$ cat src/rtl/sprite_blitter.sv
// Sprite blitter: copies an SPR_W x SPR_H sprite from ROM into the frame buffer at
// (dst_x, dst_y), skipping transparent and off-screen pixels, writing only during vblank.
module sprite_blitter #(
    parameter int unsigned SPR_W = 32,
    parameter int unsigned SPR_H = 32,
    parameter int unsigned FB_W  = 160,
    parameter int unsigned FB_H  = 120,
    parameter logic [11:0] KEY   = 12'hF0F
) (
    input  logic        clk,
    input  logic        clr,
    input  logic        start,
    input  logic [7:0]  dst_x,
    input  logic [6:0]  dst_y,
    input  logic        vblank,
    output logic [9:0]  rom_addr,
    input  logic [15:0] rom_data,
    output logic [14:0] fb_addr,
    output logic [11:0] fb_data,
    output logic        fb_we,
    output logic        busy,
    output logic        done
);

    localparam int unsigned SX_W  = (SPR_W > 1) ? $clog2(SPR_W) : 1;
    localparam int unsigned SY_W  = (SPR_H > 1) ? $clog2(SPR_H) : 1;
    localparam int unsigned SUM_W = 16;
    localparam logic [SX_W-1:0] SX_LAST = SX_W'(SPR_W - 1);
    localparam logic [SY_W-1:0] SY_LAST = SY_W'(SPR_H - 1);

    localparam logic [1:0] S_IDLE  = 2'd0;
    localparam logic [1:0] S_READ  = 2'd1;
    localparam logic [1:0] S_WRITE = 2'd2;
    localparam logic [1:0] S_DONE  = 2'd3;

    logic [1:0]      state_q, state_d;
    logic [SX_W-1:0] sx_q, sx_d;
    logic [SY_W-1:0] sy_q, sy_d;
    logic [7:0]      dx_q, dx_d;
    logic [6:0]      dy_q, dy_d;

    logic [SUM_W-1:0] px, py;
    logic             clip;
    logic             transparent;
    logic             in_write;
    logic             unused_rom_hi;

    // State, counters and latched destination
    always_ff @(posedge clk or negedge clr) begin
        if (!clr) begin
            state_q <= S_IDLE;
            sx_q    <= '0;
            sy_q    <= '0;
            dx_q    <= '0;
            dy_q    <= '0;
        end else begin
            state_q <= state_d;
            sx_q    <= sx_d;
            sy_q    <= sy_d;
            dx_q    <= dx_d;
            dy_q    <= dy_d;
        end
    end

    // Next-state and counter advance
    always_comb begin
        state_d = state_q;
        sx_d    = sx_q;
        sy_d    = sy_q;
        dx_d    = dx_q;
        dy_d    = dy_q;
        case (state_q)
            S_IDLE: begin
                if (start) begin
                    dx_d    = dst_x;
                    dy_d    = dst_y;
                    sx_d    = '0;
                    sy_d    = '0;
                    state_d = S_READ;
                end
            end
            S_READ: begin
                if (vblank) state_d = S_WRITE;
            end
            S_WRITE: begin
                if (vblank) begin
                    if (sx_q != SX_LAST) begin
                        sx_d    = sx_q + SX_W'(1);
                        state_d = S_READ;
                    end else if (sy_q != SY_LAST) begin
                        sx_d    = '0;
                        sy_d    = sy_q + SY_W'(1);
                        state_d = S_READ;
                    end else begin
                        state_d = S_DONE;
                    end
                end
            end
            default: begin
                sx_d    = '0;
                sy_d    = '0;
                state_d = S_IDLE;
            end
        endcase
    end

    // Destination sums are 16 bits so off-screen coordinates never wrap back on-screen
    assign px          = SUM_W'(dx_q) + SUM_W'(sx_q);
    assign py          = SUM_W'(dy_q) + SUM_W'(sy_q);
    assign clip        = (32'(px) >= FB_W) || (32'(py) >= FB_H);
    assign transparent = (rom_data[11:0] == KEY);
    assign in_write    = (state_q == S_WRITE);

    assign rom_addr = 10'(32'(sy_q) * SPR_W + 32'(sx_q));
    assign fb_addr  = in_write ? 15'(32'(py) * FB_W + 32'(px)) : '0;
    assign fb_data  = in_write ? rom_data[11:0] : '0;
    assign fb_we    = in_write && vblank && !clip && !transparent;
    assign busy     = (state_q != S_IDLE);
    assign done     = (state_q == S_DONE);

    assign unused_rom_hi = ^rom_data[15:12];

endmodule

$ cat config.mk
export PLATFORM = sky130hd
export DESIGN_NAME = sprite_blitter
export DESIGN_NICKNAME = d
export VERILOG_FILES = /design/src/rtl/sprite_blitter.sv
export SDC_FILE = /design/constraint.sdc
export NUM_CORES = 1
export LEC_CHECK = 0
export ABC_AREA = 1
export CAP_MARGIN = 20
export CORE_ASPECT_RATIO = 0.7
export CORE_UTILIZATION = 49
export DETAILED_ROUTE_END_ITERATION = 6
export GPL_TIMING_DRIVEN = 0
export PLACE_DENSITY_LB_ADDON = 0.08
export SYNTH_ARGS = -nofsm -noshare
export SYNTH_HDL_FRONTEND = slang
export SYNTH_SLANG_ARGS = --single-unit
$ cat constraint.sdc
create_clock -name clk -period 5.1 [get_ports clk]
set_input_delay 1.02 -clock clk [delete_from_list [all_inputs] [get_ports clk]]
set_output_delay 1.02 -clock clk [all_outputs]
set_load 0.005 [all_outputs]
Word level (Yosys, flattened, before mapping)
Cells that the tools add are included.
{"block": "word_totals", "ff_bits": 27, "wordCells": 56}
{"block": "op_classes", "eq_ne": 12, "magnitude_cmp": 2, "add_sub_neg": 6, "multipliers": 1, "reduce_logical": 12, "n_mux": 17, "n_bitwise": 1}
{"cell": "5-bit 2-to-1 mux", "count": 7}
{"cell": "5-bit case mux with 3 select lines", "count": 2}
{"cell": "15-bit by 9-bit adder with 15-bit output", "count": 1}
{"cell": "15-bit 2-to-1 mux", "count": 1}
{"cell": "12-bit == test, second input constant", "count": 1}
{"cell": "12-bit 2-to-1 mux", "count": 1}
{"cell": "10-bit by 5-bit adder with 10-bit output", "count": 1}
{"cell": "5-bit by 1-bit adder with 5-bit output, second input constant", "count": 2}
{"cell": "8-bit by 3-bit multiplier with 10-bit output, second input constant", "count": 1}
{"cell": "2-bit 2-to-1 mux", "count": 5}
{"cell": "5-bit inequality test, second input constant", "count": 2}
{"cell": "8-bit by 5-bit adder with 9-bit output", "count": 1}
{"cell": "9-bit by 8-bit greater-or-equal comparator with 1-bit output, second input constant", "count": 1}
{"cell": "7-bit by 5-bit adder with 8-bit output", "count": 1}
{"cell": "8-bit by 7-bit greater-or-equal comparator with 1-bit output, second input constant", "count": 1}
{"cell": "2-bit inequality test, second input constant", "count": 4}
{"cell": "2-bit case mux with 3 select lines", "count": 1}
{"cell": "5-bit AND reduction", "count": 1}
{"cell": "2-bit == test, second input constant", "count": 2}
{"cell": "4-bit AND reduction", "count": 1}
{"cell": "1-bit logical AND", "count": 3}
{"cell": "3-bit by 1-bit inequality test with 1-bit output, second input constant", "count": 1}
{"cell": "3-bit AND reduction", "count": 1}
{"cell": "2-bit by 1-bit == test with 1-bit output, second input constant", "count": 1}
{"cell": "7 further kinds", "count": 8}

Depth between registers and ports, before layout
Gate-level depths: netlist of the first run.
{"block": "logic_depth", "depth_word": 6, "ltp_mapped": 22, "depth_no_buf": 22}

Worst setup path after synthesis of the first run
No wires, ideal clock.
{"block": "synth_path", "path_kind": "register -> output", "startpoint": "register sy_q[0]", "endpoint": "output fb_addr[14]", "path_stages_with_launch": 19, "path_slack_ns": 0.896, "path_buffers": 0, "arrival_ns": 3.184, "path_cell_list": "dfrtp_1 -> ha_1 -> fa_1 -> nand2_1 -> nand2_2 -> and2_1 -> xor2_2 -> ha_1 -> inv_1 -> fa_1 -> nor2_1 -> nand4_1 -> nand3_1 -> nand2_1 -> nor3_2 -> nand3_2 -> nand2_1 -> nand2_1 -> nor2_2"}
{"block": "synth_between", "elab_chain_len": 4}
{"element": "start, declared", "line": "38", "text": "logic [SY_W-1:0] sy_q, sy_d;"}
{"element": "start signal, assigned", "line": "59", "text": "sy_q <= sy_d;"}
{"element": "7-bit by 5-bit adder with 8-bit output", "line": "109", "text": "assign py = SUM_W'(dy_q) + SUM_W'(sy_q);"}
{"element": "8-bit by 3-bit multiplier with 10-bit output", "line": "115", "text": "assign fb_addr = in_write ? 15'(32'(py) * FB_W + 32'(px)) : '0;"}
{"element": "15-bit by 9-bit adder with 15-bit output", "line": "115"}
{"element": "15-bit 2-to-1 mux", "line": "115"}
{"element": "end, declared", "line": "18", "text": "output logic [14:0] fb_addr,"}
No other way between the ends.

Worst setup path in the final report of the first run
{"block": "layout_path", "startpoint": "register sy_q[0]", "endpoint": "output fb_addr[13]"}
Same word-level chain as after synthesis.

==> metrics, run 1 <==
GRT Residual Overflow=0; Peak VDD IR=0.3464 mV; number of I/O port buffers=70; initial detailed-routing violation count=125; via count=2457; # clock sinks=27; share of cells above drive strength 1=0.2199; Hold Path Class=reg -> reg; hold_ws=0.5209 ns; register-to-register path setup slack=3.07 ns; largest net degree at the start of global routing=18; CP Capture Type=output port; final setup fails=0; Layout Cells excl Fill=492; Slowest Stage Delay on Critical Path=0.50 ns; crit path DAT=3.85 ns; fin nets=491; area grow syn2layout=40.89%; Longest Clk Path Bufs=2; pwr dens=787.2 nW/um2; DRC=0; Power, Total=0.002909 W; Yosys reg bits=27; status=finished clean; Seq/Total Area, Yosys=0.2576; cell at the root of the clock tree=clkbuf_8; reg2reg end=sy_q[3]; H-tree Lvls=1; Slew headroom=0.5858; Slew Limit Fails=0; via-per-instance ratio=4.994; Critical Path Sink=fb_addr[13]; worst setup path class=reg -> out; maxcap violations=0; Detailed Place HPWL=4827 um; CTS tree=done; Data required, critical path=4.08 ns; skew final=0.01117 ns; WL/cell=12.72 um; Gate Count Post-Synth=336; CP Max Fanout=2; vias in the first global route=2221; placed insts=476; post-detailed-routing wire length=6259 um; Worst Path Buf+Inv=3; utilization after layout=0.7440; total track usage=0.2284; cell family with most CP delay=adder cells; antenna violations before repair=0; min Tclk post-route=4.872 ns; first-pass detailed-route iteration total=5; Die X-Extent=89.44 um; core area=4966 um2; # hold bufs at CTS=0; Least-Margin Pin Slew=0.6213 ns; prevailing post-synth register cell=dfrtp_1; crit start category=flip-flop; Final Hold Viols=0; Starting Density=0.5281; Reg clk slew, reported paths=0.10 ns; Placer Congestion=0.8329; Synth Warn #=0; Critical path origin=sy_q[0]; Ports=75; reg2reg path depth=11; Die Height=63.21 um; cell area after synthesis=2623 um2; worst-path cell chain=ha_2, fa_2, nand2_1, nand2_2, and2_4, xor2_2, ha_1, inv_2, fa_2, xnor2_2, inv_1, nor2_1, nand3_1, nor2_2, a21oi_1, nor2_1, clkdlybuf4s50_1; Die Footprint=5654 um2; Fmax=205.3 MHz; Yosys cell types=40; P_leak=1.831 nW; syn_nets=403; fin crit share=0.9552; Worst path depth=17; number of synthesized flops with an enable pin=0; row cnt=21; Mean Syn Cell Area=7.805 um2; n_diodes=0; Post-synth ARST share=1.000; RR Startpoint=sy_q[0]; Crit-path slowest cell=clkdlybuf4s50_1; first-pass GRT wire length=10070 um; Final ANT Viol Nets=0; clk_lat worst skew=0.27 ns; cts bufs inserted=3
report_power, final:
part / leakage (nW) / total, W / internal, W / switching, W
registers: 0.331 / 0.000380 / 0.000297 / 0.0000827
clock network: 0.0217 / 0.000122 / 0.0000554 / 0.0000666
logic: 1.48 / 0.00241 / 0.00110 / 0.00131
area by class of cell:
class / count / area, um2
clock inverter: 1 / 7.507
fill: 364 / 1271
clock buffer: 3 / 41.29
tap: 69 / 86.33
buffer: 4 / 17.52
timing repair buffer: 83 / 823.3
sequential: 27 / 678.2
multi-input combinational: 249 / 1826
inverter: 56 / 215.2
worst register-to-register path, delay by kind of cell (launching register included):
family / cells / cell delay, ns
compound gates: 3 / 0.45
fa+ha+maj: 2 / 0.42
buf+inv: 2 / 0.22
flops: 1 / 0.42
simple gates: 4 / 0.41
timing repair:
action / CTS / global route
buffers inserted: 3 / 9
gates resized for setup: 6 / 24
pin swaps: 5 / 11
setup endpoints to repair: 3 / 4
per-layer routing:
layer / wire length [um] / vias to the layer above / global-route usage
li1: - / 1274 / -
met2: 2639 / 99 / 0.3492
met3: 626 / 8 / 0.04718
met5: 0 / - / 0
met4: 65 / 0 / 0.03373
met1: 2928 / 1076 / 0.3380
cells by family (layout without fill, tap and decap cells):
family	after synthesis	in the layout	share of synthesized area
buf+inv	60	147	0.08874
flops	27	27	0.2576
compound gates	54	54	0.1207
simple gates	145	145	0.2953
fa+ha+maj	32	32	0.1641
xor+xnor	7	7	0.02624
mux	11	11	0.04723
cells in the final DEF, fill, tap and decap left out, types with 12 or more instances in the layout:
master | synthesis | final
nor2_1 | 38 | 36
inv_1 | 48 | 45
dfrtp_1 | 27 | 25
nand2_2 | 8 | 12
ha_1 | 28 | 24
clkdlybuf4s50_1 | 0 | 68
nand3_1 | 15 | 14
buf_4 | 0 | 12
nand2_1 | 52 | 47
a21oi_1 | 28 | 26
o21ai_0 | 14 | 14
per-stage QoR:
stage	TNS (ns)	instance area (um2)	setup slack [ns]
floorplan	0	2623	0.8962
CTS	0	3536	0.003494
global route	-0.04075	3695	-0.04075
finish	0	3695	0.2283
detailed placement	0	3437	0.1542
global placement	0	3410	0.1652
Yosys cell counts, drive strengths merged (4+ instances only):
| master | count | share of area |
|---|---|---|
| fa | 4 | 0.031 |
| nand3 | 22 | 0.064 |
| o21ai | 15 | 0.029 |
| ha | 28 | 0.13 |
| nor2 | 42 | 0.071 |
| nand4 | 4 | 0.012 |
| nand2 | 65 | 0.12 |
| mux2 | 11 | 0.047 |
| dfrtp | 27 | 0.26 |
| xor2 | 6 | 0.023 |
| a21oi | 30 | 0.060 |
| inv | 56 | 0.082 |
| nor3 | 4 | 0.0095 |
worst min path at each step:
stage          depth (start not counted)  endpoint  slack [ns]    start
2_1_floorplan                          1   dx_q[3]        0.48  dx_q[3]
3_3_place_gp                           1   dy_q[3]        0.49  dy_q[3]
3_5_place_dp                           1   dx_q[0]        0.50  dx_q[0]
4_1_cts                                1   dx_q[0]        0.52  dx_q[0]
5_1_grt                                1   dy_q[3]        0.55  dy_q[3]
6_report                               1   dx_q[0]        0.52  dx_q[0]
state kept, by name, summed over array words and instances (netlist names):
| signal | cells |
|---|---|
| state_q | 2 |
| sx_q | 5 |
| dx_q | 8 |
| dy_q | 7 |
| sy_q | 5 |
Power figures use the tool's default switching activity.
==> run 2, diff against run 1 <==
CORE_MARGIN = 5   (was unset)
==> run 2 against run 1 <==
Register-to-register slack about the same. Flip-flop and latch count did not move. Power is 1.8% lower. First-iteration DRC count fell by 36%. Maximum frequency up 0.48%. Critical path type unchanged. Critical endpoint unchanged. Largest power group unchanged.
==> metrics, run 2 (same netlist as run 1, synthesis figures left out) <==
first-pass detailed-route iteration total=4 (was 5); Die Height=71.21 um (was 63.21 um); cts bufs inserted=3 (unchanged); # hold bufs at CTS=0 (unchanged); Starting Density=0.5041 (was 0.5281); DRC=0 (unchanged); crit path DAT=3.83 ns (was 3.85 ns); top flop regs=dx_q x8, dy_q x7 (unchanged); vias in the first global route=2411 (was 2221); initial detailed-routing violation count=80 (was 125); Die Footprint=6939 um2 (was 5654 um2); CTS tree=done (unchanged); Longest Clk Path Bufs=2 (unchanged); RSZ-0062 raised after global routing=false; GRT Residual Overflow=0 (unchanged); Peak VDD IR=0.3477 mV (was 0.3464 mV); total track usage=0.1910 (was 0.2284); Slew Limit Fails=0 (unchanged); Final Hold Viols=0 (unchanged); Reg clk slew, reported paths=0.09 ns (was 0.10 ns); final setup fails=0 (unchanged); slack of the critical path=0.2516 ns (was 0.2283 ns); commonest non-fill, non-tap cells in the layout=clkdlybuf4s50_1 (68), nand2_1 (50), inv_1 (48) (was clkdlybuf4s50_1 (68), nand2_1 (47), inv_1 (45)); CP Capture Type=output port (unchanged); hold_ws=0.5162 ns (was 0.5209 ns); DP Area=3441 um2 (was 3437 um2); Fmax=206.3 MHz (was 205.3 MHz); Slew headroom=0.5733 (was 0.5858); pwr dens=765.2 nW/um2 (was 787.2 nW/um2); # fillers=405 (was 364); Final ANT Viol Nets=0 (unchanged); crit start category=flip-flop (unchanged); share of cells above drive strength 1=0.2196 (was 0.2199); H-tree Lvls=1 (unchanged); commonest non-fill, non-tap cell in the layout=clkdlybuf4s50_1 (unchanged); n_diodes=0 (unchanged); largest net degree at the start of global routing=16 (was 18); number of I/O port buffers=70 (unchanged); WL/cell=13.75 um (was 12.72 um); status=finished clean (unchanged); Detailed Place HPWL=5246 um (was 4827 um); clk_lat worst skew=0.27 ns (about the same); min Tclk post-route=4.848 ns (was 4.872 ns); core area=5202 um2 (was 4966 um2); Die X-Extent=97.44 um (was 89.44 um); maxcap violations=0 (unchanged); row cnt=22 (was 21); Hold Path Class=reg -> reg (unchanged); P_leak=1.849 nW (was 1.831 nW); # clock sinks=27 (unchanged); antenna violations before repair=0 (unchanged); Finished Cell Area=3734 um2 (was 3695 um2); Setup TNS Final=0 ns (unchanged); skew final=0.003017 ns (was 0.01117 ns); area grow syn2layout=42.37% (was 40.89%); via-per-instance ratio=5.014 (was 4.994); Setup WS pre-CTS=0.1978 ns (was 0.1542 ns); most flop-heavy register=dx_q (unchanged); cell at the root of the clock tree=clkbuf_8 (unchanged); Least-Margin Pin Slew=0.6381 ns (was 0.6213 ns); Placer Congestion=0.8390 (was 0.8329); post-detailed-routing wire length=6876 um (was 6259 um); Largest register FFs=8 (unchanged); worst setup path class=reg -> out (unchanged); fin crit share=0.9507 (was 0.9552); first-pass GRT wire length=11100 um (was 10070 um); CP Max Fanout=4 (was 2); fin nets=496 (was 491); via count=2507 (was 2457); Data required, critical path=4.08 ns (about the same); Ports=75 (unchanged)
==> run 2: cell types whose count changed in the layout (fill, tap and decap cells not counted), sizes merged <==
cell / delta
buf: +5
clkinv: +1
clkinvlp: -1
==> run 2: timing repair <==
| item | 4_1_cts | 5_1_grt |
|---|---|---|
| gates cloned | 0 | 0 |
| pin swaps | 4 | 4 |
| resized for setup | 6 | 18 |
| setup endpoints to repair | 3 | 4 |
| setup buffers | 11 | 6 |
==> run 2: final timing paths <==
check | from | to | slack (ns) | cells past startpoint
worst max-delay path | sy_q[1] | fb_addr[13] | 0.25 | 21
worst min-delay path | dy_q[4] | dy_q[4] | 0.52 | 1
worst max register to register | sy_q[0] | sy_q[3] | 3.06 | 11
worst min register to register | dy_q[4] | dy_q[4] | 0.52 | 1
max in group asynchronous | clr | sy_q[1] | 3.46 | 2
min in group asynchronous | clr | dx_q[2] | 1.13 | 1
==> run 2: final cells by class <==
type | instances | area (um2) | share of cell area
clock buffers | 3 | 41.29 | 0.01106
repair buffers | 88 | 860.8 | 0.2306
multi-input cells | 249 | 1824 | 0.4886
clock inverters | 1 | 5.005 | 0.001340
well taps | 72 | 90.09 | 0.02413
plain buffers | 4 | 17.52 | 0.004692
inverters | 56 | 215.2 | 0.05764
flip-flops and latches | 27 | 679.4 | 0.1820
==> run 2: where the power goes <==
part,switching (W),internal [W],total (W)
combinational,0.00127,0.00109,0.00236
sequential,0.0000800,0.000297,0.000377
clock,0.0000678,0.0000548,0.000123
==> run 2: metrics by stage <==
step	power, W	util	std cells
after floorplan	0.001735	-	336
after CTS	0.002549	0.6905	494
after detailed placement	0.002269	0.6614	479
final	0.002857	0.7177	500
after global routing	0.003153	0.7177	500
after global placement	0.002214	0.6561	478
==> run 2: routing by layer <==
layer  GRT usage  vias to the layer above  part of all wire
met1      0.2751                     1143              0.50
met3     0.03988                        4             0.053
met2      0.3030                       70              0.44
met4     0.03072                        0            0.0052
met5           0                        -                 0
li1            -                     1290                 -
==> run 2: worst max-delay path: stages, from the launching register on <==
cell             delay, ns
dfrtp_2               0.44
buf_4                 0.15
fa_2                  0.39
nand2_2               0.07
nand2_2               0.07
and2_1                0.16
xor2_2                0.26
ha_4                  0.26
buf_4                 0.14
ha_1                  0.30
nand3_1               0.12
nand2_1               0.06
nand2_1               0.09
nand2_1               0.06
nand2_1               0.05
nand2_1               0.07
inv_1                 0.10
nand2_4               0.06
nand3_1               0.06
nand2_1               0.05
nor2_1                0.09
clkdlybuf4s50_1       0.50
==> run 3, diff against run 2 <==
CORE_MARGIN = unset   (was 5)
==> results of run 3 <==
Same layout as run 1: the final DEF is identical, and so are final timing and power.
